--- src/rtl/regfile_wb_arbiter.sv ---
`default_nettype none
// +--------------------------------------------------------------------------+
// | regfile_wb_arbiter: round-robin share of the RF write port + RAW board    |
// | Rev 1.0                                                                   |
// +--------------------------------------------------------------------------+
module regfile_wb_arbiter #(
  parameter int N_REQ = 3,
  parameter int XLEN  = 32,
  parameter int AW    = 5
) (
  input  logic                    clk,
  input  logic                    reset,
  input  logic [N_REQ-1:0]        req_valid_i,
  input  logic [N_REQ*AW-1:0]     req_rd_i,
  input  logic [N_REQ*XLEN-1:0]   req_data_i,
  output logic [N_REQ-1:0]        req_ready_o,
  input  logic                    iss_valid_i,
  input  logic [AW-1:0]           iss_rd_i,
  input  logic [AW-1:0]           rs1_i,
  input  logic [AW-1:0]           rs2_i,
  output logic                    rs1_busy_o,
  output logic                    rs2_busy_o,
  output logic                    rf_we_o,
  output logic [AW-1:0]           rf_rd_o,
  output logic [XLEN-1:0]         rf_wd_o,
  output logic [$clog2(N_REQ)-1:0] grant_id_o
);

  localparam int IDW  = $clog2(N_REQ);
  localparam int NREG = 1 << AW;

  logic [IDW-1:0]  rr_ptr_q, rr_ptr_d;
  logic            rf_we_q;
  logic [AW-1:0]   rf_rd_q;
  logic [XLEN-1:0] rf_wd_q;
  logic [IDW-1:0]  grant_id_q;
  logic [NREG-1:0] pending_q, pending_d;

  logic             gnt_valid;
  logic [IDW-1:0]   gnt_idx;
  logic [N_REQ-1:0] gnt_vec;
  logic [AW-1:0]    sel_rd;
  logic [XLEN-1:0]  sel_data;

  // Rotating priority search starting at rr_ptr; no grant is issued during reset.
  always_comb begin
    int idx;
    idx       = 0;
    gnt_valid = 1'b0;
    gnt_idx   = '0;
    gnt_vec   = '0;
    for (int k = 0; k < N_REQ; k++) begin
      idx = int'(rr_ptr_q) + k;
      if (idx >= N_REQ) idx = idx - N_REQ;
      if (!gnt_valid && req_valid_i[IDW'(idx)]) begin
        gnt_valid = 1'b1;
        gnt_idx   = IDW'(idx);
      end
    end
    if (reset) gnt_valid = 1'b0;
    if (gnt_valid) gnt_vec[gnt_idx] = 1'b1;
  end

  assign sel_rd   = req_rd_i[int'(gnt_idx)*AW +: AW];
  assign sel_data = req_data_i[int'(gnt_idx)*XLEN +: XLEN];
  assign rr_ptr_d = (int'(gnt_idx) == N_REQ - 1) ? '0 : gnt_idx + IDW'(1);

  // Set beats clear: a freshly issued producer owns the register again.
  always_comb begin
    pending_d = pending_q;
    if (rf_we_q) pending_d[rf_rd_q] = 1'b0;
    if (iss_valid_i && (iss_rd_i != '0)) pending_d[iss_rd_i] = 1'b1;
    pending_d[0] = 1'b0;
  end

  always_ff @(posedge clk) begin
    if (reset) begin
      rr_ptr_q   <= '0;
      rf_we_q    <= 1'b0;
      rf_rd_q    <= '0;
      rf_wd_q    <= '0;
      grant_id_q <= '0;
      pending_q  <= '0;
    end else begin
      rf_we_q   <= gnt_valid && (sel_rd != '0);
      pending_q <= pending_d;
      if (gnt_valid) begin
        rf_rd_q    <= sel_rd;
        rf_wd_q    <= sel_data;
        grant_id_q <= gnt_idx;
        rr_ptr_q   <= rr_ptr_d;
      end
    end
  end

  assign req_ready_o = gnt_vec;
  assign rs1_busy_o  = pending_q[rs1_i];
  assign rs2_busy_o  = pending_q[rs2_i];
  assign rf_we_o     = rf_we_q;
  assign rf_rd_o     = rf_rd_q;
  assign rf_wd_o     = rf_wd_q;
  assign grant_id_o  = grant_id_q;

endmodule
`default_nettype wire

--- config.mk ---
export PLATFORM = sky130hd
export DESIGN_NAME = regfile_wb_arbiter
export DESIGN_NICKNAME = d
export VERILOG_FILES = /design/src/rtl/regfile_wb_arbiter.sv
export SDC_FILE = /design/constraint.sdc
export NUM_CORES = 1
export LEC_CHECK = 0
export CAP_MARGIN = 20
export CELL_PAD_IN_SITES_DETAIL_PLACEMENT = 1
export CELL_PAD_IN_SITES_GLOBAL_PLACEMENT = 1
export CORE_MARGIN = 8
export CORE_UTILIZATION = 33
export DETAILED_ROUTE_END_ITERATION = 16
export HOLD_SLACK_MARGIN = 0.06
export PLACE_DENSITY = 0.85
export SYNTH_ARGS = -nofsm -noshare
export SYNTH_HDL_FRONTEND = slang
export SYNTH_SLANG_ARGS = --single-unit
--- constraint.sdc ---
create_clock -name clk -period 6.7 [get_ports clk]
set_input_delay 2.01 -clock clk [delete_from_list [all_inputs] [get_ports clk]]
set_output_delay 2.01 -clock clk [all_outputs]
set_load 0.03 [all_outputs]
==> summary.md <==
The number of failing hold endpoints at the final stage is 0. The critical path goes through clkdlybuf4s50_1 > mux4_2 > mux4_2 > mux2_2 > clkdlybuf4s50_1. The buffer count from post-CTS setup fixing was 0; the synthesized netlist net count was 600.

The antenna diode count is 0, and the clock skew is 0.00410 ns. The total negative slack for setup checks is 0 ns. The portion of the post-synthesis area used by sequential elements was 35.4%; the wire length reported by the detailed router was 16800 um. Kind of start point of the critical path: an input pin. The congestion estimate from routability-driven global placement came to 0.980.

Critical path's slowest cell: sky130_fd_sc_hd__clkdlybuf4s50_1. After clock tree synthesis, the clock-pin slew on the worst setup and hold paths is 0.06 ns. At the worst endpoint, the required time is 4.69 ns. The number of global-route vias before repair is 5009, and the clock sink count is 73. Compared with the post-synthesis result, the final layout area differs by 54.5%.

The fraction of layout cells with a size suffix above 1 came out at 8.41%. In the routed layout, each cell is associated on average with a via count of 5.37. A synthesized cell averages 8.89 um2.

The final-report setup violation count is 0. After synthesis the netlist holds a flip-flop and latch count of 73. The path class of the tightest hold or removal check is register to register.

In this run the tool buffered the top-level ports with 176 buffer cells. The post-cts hold buffer count was 0; the maximum fanout encountered on the critical timing path was 6. Setup repair after global routing left no endpoint under its margin. The worst path in the final design needs a cycle of 6.61 ns, including I/O delays and setup. The wire length of the first global-routing pass was 26500 um; the height of the die was 128 um.

TritonCTS built the clock tree. In this design, the stage delay of the slowest critical-path cell is 0.69 ns. The worst path uses 98.6% of the clock period. The tree is rooted in a sky130_fd_sc_hd__clkbuf_16. Signal arrival time at the worst endpoint: 4.60 ns. The design draws 2630 uW. The mapped netlist covers 4120 um2. The run gives 0 as the initial antenna violation count. The count of mapped cells out of synthesis is 464, and the detail-routed net length per standard cell is 20.9 um. Entering global routing, the biggest net connects 80 pins.

The flow ran to the end, and the final reports show no timing, DRC or antenna violations. Static timing analysis puts the maximum clock frequency at 151 MHz. The total number of vias was 4309; the power per cell area was 413 nW/um2. For the H-tree depth, the log shows 3.

For the global-route usage over all layers, the log shows 20.8%. Sorting the synthesized cells by area gives the leading types as sky130_fd_sc_hd__dfxtp_1, sky130_fd_sc_hd__mux4_2, sky130_fd_sc_hd__mux2i_1. The standard cell core area was 12400 um2; the portion of synthesized cell area occupied by the leading cell type was 35.4%.

The count of nets left with antenna violations once routing finished came out at 0. Kind of end point of the critical path: an output port. The worst IR drop on VDD is 0.280 mV, and the detailed-routing iteration count for the pre-antenna-repair pass is 4. The placed cell count is 786. After synthesis, the most frequently instantiated cells are sky130_fd_sc_hd__a21oi_1, sky130_fd_sc_hd__dfxtp_1, sky130_fd_sc_hd__nor2_1, sky130_fd_sc_hd__nand2_1, sky130_fd_sc_hd__mux2i_1. The total DRC errors in the routed layout came out at 0. The fraction of the core area covered by cells at the end of the flow was 51.3%.

At the pin with the least slew margin, the transition time is 1.02 ns. Counting flops with a built-in enable in the synthesized netlist gives 0. The die outline area is 16300 um2, and the effective utilization at floorplan is 33.2%. The run gives 13200 um as the sum of net half-perimeters after detailed placement.

Cell taking the most area after synthesis: sky130_fd_sc_hd__dfxtp_1. For this run, the post-layout net count is 761. The run gives 802 as the number of standard cells in the layout, taps in and fillers out.

Counting the buffers created by CTS gives 9. The deepest clock path buffer count came out at 2. The max-capacitance violation count was 0; the site row count was 41. The type of the worst setup path is input pin to output port. The tightest hold path in the finished design has a slack of 0.479 ns. The logs give 0 for the Yosys warning count and 0.00252 uW for the static leakage. The initial detailed-routing violation count was 242. The horizontal extent of the die came out at 128 um. For this run, asynchronously set or reset flops after synthesis account for 0%. The max-slew violation count was 0. For this run, the leading register cell type out of synthesis is sky130_fd_sc_hd__dfxtp_1. The clock reaches the later pin of the worst-skew pair after 0.33 ns.

177 I/O pins were placed. The synthesized netlist contains 40 unique library cells. Summed over all layers, the global routing overflow is 0. For the headroom to the max-slew limit, the log shows 31.7%.
-- power by group --
part | switching (uW) | internal (uW) | total, uW | leakage [uW]
clock network | 188 | 375 | 563 | 0.000169
registers | 93.8 | 545 | 639 | 0.000600
logic | 835 | 597 | 1430 | 0.00175
-- worst max-delay path, delay by kind of cell --
| kind | cells | cell delay (ns) |
|---|---|---|
| multiplexers | 3 | 1.30 |
| buffers and inverters | 2 | 1.28 |
-- area by class of cell --
class | instances | area [um2]
Tap cell | 172 | 215
Clock buffer | 10 | 239
Timing Repair Buffer | 183 | 1820
Fill cell | 1445 | 6040
Inverter | 2 | 7.51
Sequential cell | 73 | 1460
Multi-Input combinational cell | 356 | 2520
Clock inverter | 6 | 115
-- flip-flops by register name, summed over array words and instances (netlist names) --
| signal | cells |
|---|---|
| grant_id_o | 2 |
| pending_q | 31 |
| rf_rd_o | 5 |
| rf_wd_o | 32 |
| rf_we_o | 1 |
| rr_ptr_q | 2 |
-- cell families after synthesis --
| kind of cell | synth area share [%] |
|---|---|
| flip-flops | 35.4 |
| buffers and inverters | 3.76 |
| AND/OR/NAND/NOR | 15.4 |
| AO/OA/AOI/OAI | 23.5 |
| multiplexers | 20.6 |
| adder cells (fa/ha/maj) | 1.21 |
-- layer usage --
metal,wire length [um],vias up,global-route usage [%]
met5,0,-,0
met4,382,0,7.34
met3,1440,34,7.90
met2,8620,174,37.8
met1,6340,2068,21.2
li1,-,2033,-
-- through the flow --
| stage | setup WS (ns) | area (um2) |
|---|---|---|
| floorplan | 0.970 | 4120 |
| global placement | 0.113 | 6010 |
| detailed placement | 0.0484 | 6010 |
| CTS | 0.0463 | 6370 |
| global route | 0.00520 | 6370 |
| finish | 0.0920 | 6370 |
-- cell usage in the layout, fill, tap and decap left out, types with 3 or more instances in the layout --
| cell type | synthesis | final |
|---|---|---|
| sky130_fd_sc_hd__or3_1 | 3 | 3 |
| sky130_fd_sc_hd__mux4_2 | 18 | 18 |
| sky130_fd_sc_hd__nor3b_1 | 6 | 6 |
| sky130_fd_sc_hd__clkdlybuf4s50_1 | 0 | 173 |
| sky130_fd_sc_hd__mux2i_1 | 40 | 40 |
| sky130_fd_sc_hd__nand3_1 | 3 | 3 |
| sky130_fd_sc_hd__dfxtp_1 | 73 | 73 |
| sky130_fd_sc_hd__o21ai_0 | 23 | 23 |
| sky130_fd_sc_hd__o21ai_1 | 12 | 12 |
| sky130_fd_sc_hd__buf_4 | 0 | 8 |
| sky130_fd_sc_hd__nand2b_1 | 4 | 4 |
| sky130_fd_sc_hd__nand2_1 | 46 | 46 |
| sky130_fd_sc_hd__and3b_1 | 3 | 3 |
| sky130_fd_sc_hd__clkbuf_16 | 0 | 9 |
| sky130_fd_sc_hd__and3_1 | 3 | 3 |
| sky130_fd_sc_hd__a22o_1 | 36 | 36 |
| sky130_fd_sc_hd__a21oi_1 | 73 | 73 |
| sky130_fd_sc_hd__nor2_1 | 49 | 48 |
| sky130_fd_sc_hd__nor3_1 | 3 | 3 |
| sky130_fd_sc_hd__nand3b_1 | 6 | 6 |
| sky130_fd_sc_hd__ha_1 | 4 | 4 |
| sky130_fd_sc_hd__bufinv_16 | 0 | 3 |
-- timing repair --
action	in CTS	in global routing
endpoints found under the hold margin	0	0
endpoints found under the setup margin	0	2
gates resized for setup	0	2
-- worst paths after layout --
kind / startpoint / to / slack (ns) / cells past startpoint
hold / removal: rf_wd_o[0] / rf_wd_o[0] / 0.48 / 1
setup reg to reg: rr_ptr_q[0] / rf_wd_o[1] / 3.50 / 10
setup / recovery: rs1_i[1] / rs1_busy_o / 0.09 / 5
hold reg to reg: rf_wd_o[0] / rf_wd_o[0] / 0.48 / 1
Power figures use the tool's default switching activity.
==> RTL edit 1, RTL diff (same flow settings) <==
Reset style: asynchronous (`reset`), changed in one clocked block.
--- a/src/rtl/regfile_wb_arbiter.sv
+++ b/src/rtl/regfile_wb_arbiter.sv
@@ -74,5 +74,5 @@
   end
 
-  always_ff @(posedge clk) begin
+  always_ff @(posedge clk or posedge reset) begin
     if (reset) begin
       rr_ptr_q   <= '0;
Behaviour: differs if reset is asserted again (counterexample within 4 cycles, from zero or initial values and one cycle with reset high); with reset held inactive, the same outputs for 4 cycles.
==> RTL edit 1 against the original RTL <==
Global-route usage fell by 0.61 points. Total power is 26% higher. Area after synthesis increased by 13%. Sequential cell count is the same. Worst setup slack got worse by 0.0025 ns. Design area up 7.3%. Wire length increased by 8.0%. Non-clock buffer count is 7 higher. Sequential power is 34% higher. Hold slack lost 0.0028 ns. Critical endpoint is now rs2_busy_o.
==> RTL edit 1: results (changes against the original RTL) <==
[sta]
fin_skew_ns=0.00426  ; +0.000154 ns
hold_slack_ns=0.476  ; -0.00277 ns

[setup_path]
critPathCapture=rs2_busy_o
cp_max_fo=7  ; +1
r2r_slack_ns=3.57  ; +0.07 ns
reg2reg_to=rf_wd_o[17]
cpPeakStageDelay_ns=0.70
cp-startpoint=rs2_i[0]
rr_startpoint=rr_ptr_q[1]

[synth]
synth-async-reset-ratio_pct=100  ; +100 points
synth.cell_area_um2=4650  ; +13%
synth_fp_nets=608  ; +1.3%
ys_seq_area_share_pct=39.3  ; +3.8 points
synthAdderAreaFrac_pct=1.08  ; -0.14 points
synthFlopType=dfrtp_1
syn_inst=472  ; +1.7%
synth_common_cells=73 x dfrtp_1, 71 x o21ai_0, 46 x nand2_1
post_synth_mux_area_share_pct=13.2  ; -7.4 points

[route]
met3WireLength_mm=1.51  ; +4.8%
wl_met1_mm=7.11  ; +12%
route.met2.wl_mm=8.99  ; +4.3%
first_iter_violations=305  ; +26%
vias=4636  ; +7.6%
routedWlPerCell_um=22.1  ; +5.6%

[place]
gp_congestion=0.905  ; -7.7%
placed_area_um2=6540  ; +8.8%
hpwlAfterDp_mm=13.9  ; +5.5%
dp.cells=804  ; +2.3%
dp_slack_ns=-0.00316  ; -0.0515 ns

[cts]
clockBufferDepth=2  ; unchanged

[min_path]
hp-start=rf_wd_o[15]
min_path_cells=2  ; +1

[finish]
clock_cell_area_share_pct=4.32  ; -1.2 points
drive_gt1_share_pct=11.4  ; +3.0 points
nNonClkInverters=4  ; +2
clock_buffers=9  ; -1
nMultiInputCombCells=357  ; +0.28%
nNetsFinal=771  ; +1.3%
multi_input_area_um2=2610  ; +3.5%
fillCellCount=1538  ; +6.4%
signal_buffers=190  ; +3.8%
seq_area_share_pct=26.7  ; +3.8 points

[power_and_ir_drop]
p_leak_nw=2.67  ; +5.9%
powerDensity_nw_per_um2=485  ; +17%
ir_drop_mv=0.267  ; -4.5%
combPwrFrac_pct=59.7  ; +5.3 points

[run_status]
outcome=completed

[grt]
grt_pass1_vias=5274  ; +5.3%
grtUsageTotal_pct=20.1  ; -0.61 points
met1_usage_pct=22.1  ; +0.91 points
met2_usage_pct=34.2  ; -3.5 points
grt_max_degree=75  ; -6.3%
grt_pass1_wl_mm=28.5  ; +7.6%

## RTL edit 1: changes by cell type after synthesis, moves of 19 or more
cell	unedited run	this run
a21oi_1	73	0
and3_1	3	25
nor2_1	49	29
o21ai_0	23	71
a211oi_1	0	22
dfrtp_1	0	73
o31ai_1	2	21
mux2i_1	40	15
dfxtp_1	73	0
a22o_1	36	0
## RTL edit 1: cells by family after synthesis
family | after synthesis
AOI/OAI and AO/OA | 168
adders and majority gates | 4
buffers and inverters | 42
DFF | 73
muxes | 38
and+or+nand+nor | 147
## RTL edit 1: timing repair
item | in CTS | in global routing
gates cloned | 0 | 0
gates resized for setup | 1 | 2
pin swaps | 0 | 0
setup endpoints to repair | 1 | 2
hold buffers | 0 | 0
==> RTL edit 2, RTL diff (config.mk and constraints unchanged) <==
Made on the original files. `N_REQ`: 3 -> 2.
--- a/src/rtl/regfile_wb_arbiter.sv
+++ b/src/rtl/regfile_wb_arbiter.sv
@@ -5,5 +5,5 @@
 // +--------------------------------------------------------------------------+
 module regfile_wb_arbiter #(
-  parameter int N_REQ = 3,
+  parameter int N_REQ = 2,
   parameter int XLEN  = 32,
   parameter int AW    = 5
Ports: changed (5 resized); port bits go from 177 to 137. No check against the original RTL was run, so the function may have changed too.
==> RTL edit 2 against the original RTL <==
Worst setup slack better by 0.38 ns. Utilization is 3.2 points lower. Wire length is 24% lower. Sequential cell count is 2 lower. Area after synthesis is 13% lower. Design area is 19% lower. Hold slack better by 0.014 ns. Non-clock buffer count is 43 lower. Fmax is 6.1% higher.
Power is not compared: it rests on default switching activity, and its combinational part moved more than twofold at a synthesized area within 25%.
==> RTL edit 2: results (changes against the original RTL) <==
[setup_path]
cp.arrival_ns=4.22  ; -0.38 ns
cpPeakStageDelay_ns=0.67  ; -0.02 ns
r2r_slack_ns=5.07  ; +1.57 ns
rr_startpoint=rr_ptr_q
cp-startpoint=rs1_i[0]
r2r_cells=3  ; -7
cp_max_fo=7  ; +1

[synth]
synth_fp_nets=510  ; -15%
synthTopCellsByArea=dfxtp_1 40%, mux2i_1 16%, a211oi_1 8.2%
ys_seq_area_share_pct=39.8  ; +4.3 points
synth.distinct_cells=30  ; -25%
synth_common_cells=71 x dfxtp_1, 56 x mux2i_1, 52 x nor2_1

[place]
gp_congestion=0.811  ; -17%
io_buffers=135  ; -23%
placed_area_um2=4990  ; -17%

[sta]
tightest_slew_ns=1.01  ; -0.0161 ns
fin_skew_ns=0.00618  ; +0.00208 ns

[finish]
nNetsFinal=629  ; -17%
area_delta_synth_final_pct=44.2
drive_gt1_share_pct=5.01  ; -3.4 points

[grt]
grt_max_degree=77  ; -3.8%
grt_pass1_wl_mm=20.5  ; -23%

[min_path]
hp-start=pending_q[17]

[route]
first_iter_violations=123  ; -49%

[run_status]
outcome=completed

==> RTL edit 2: cell count changes in the layout (fill, tap and decap cells not counted), sizes merged, moves of 7 or more <==
cell           delta
mux4             -12
clkdlybuf4s50    -40
a21oi            -36
nand3             +7
a211oi           +39
nand2             -7
mux2i            +16
a22o             -36
==> RTL edit 2: layer usage <==
metal  up-vias  wire (µm)  share of wire, %  global-route usage, %
met3        12       1440                11                   8.27
met5         -          0                 0                      0
met4         0        178               1.4                   6.64
met2       154       6060                48                   29.9
met1      1720       5010                39                   19.3
li1       1746          -                 -                      -
==> RTL edit 2: per-stage QoR <==
step / setup slack, ns / power, mW / std cells
2_1_floorplan: 1.43 / 0.601 / 416
3_3_place_gp: 0.504 / 0.719 / 664
3_5_place_dp: 0.459 / 0.727 / 664
4_1_cts: 0.443 / 1.02 / 679
5_1_grt: 0.330 / 1.05 / 679
6_report: 0.469 / 1.00 / 679
==> RTL edit 2: worst min path at each step <==
| stage | to | slack, ns | depth (start not counted) |
|---|---|---|---|
| final | pending_q[17] | 0.49 | 2 |
| after global routing | pending_q[17] | 0.52 | 2 |
| after CTS | pending_q[17] | 0.49 | 2 |
| after detailed placement | pending_q[17] | 0.48 | 2 |
| after global placement | grant_id_o | 0.47 | 2 |
| after floorplan | pending_q[22] | 0.46 | 2 |
==> RTL edit 2: cells by family after synthesis <==
family / share of synthesized area (%)
simple gates: 16.6
compound gates: 19.9
flops: 39.8
mux: 19.5
buf+inv: 4.10
xor+xnor: 0.245
==> RTL edit 2: cell type report <==
class,count,area share [%]
Multi-Input combinational cell,310,38.9
Clock inverter,1,0.0972
Sequential cell,71,27.6
Timing Repair Buffer,140,26.8
Inverter,3,0.219
Tap cell,140,3.40
Clock buffer,14,2.96
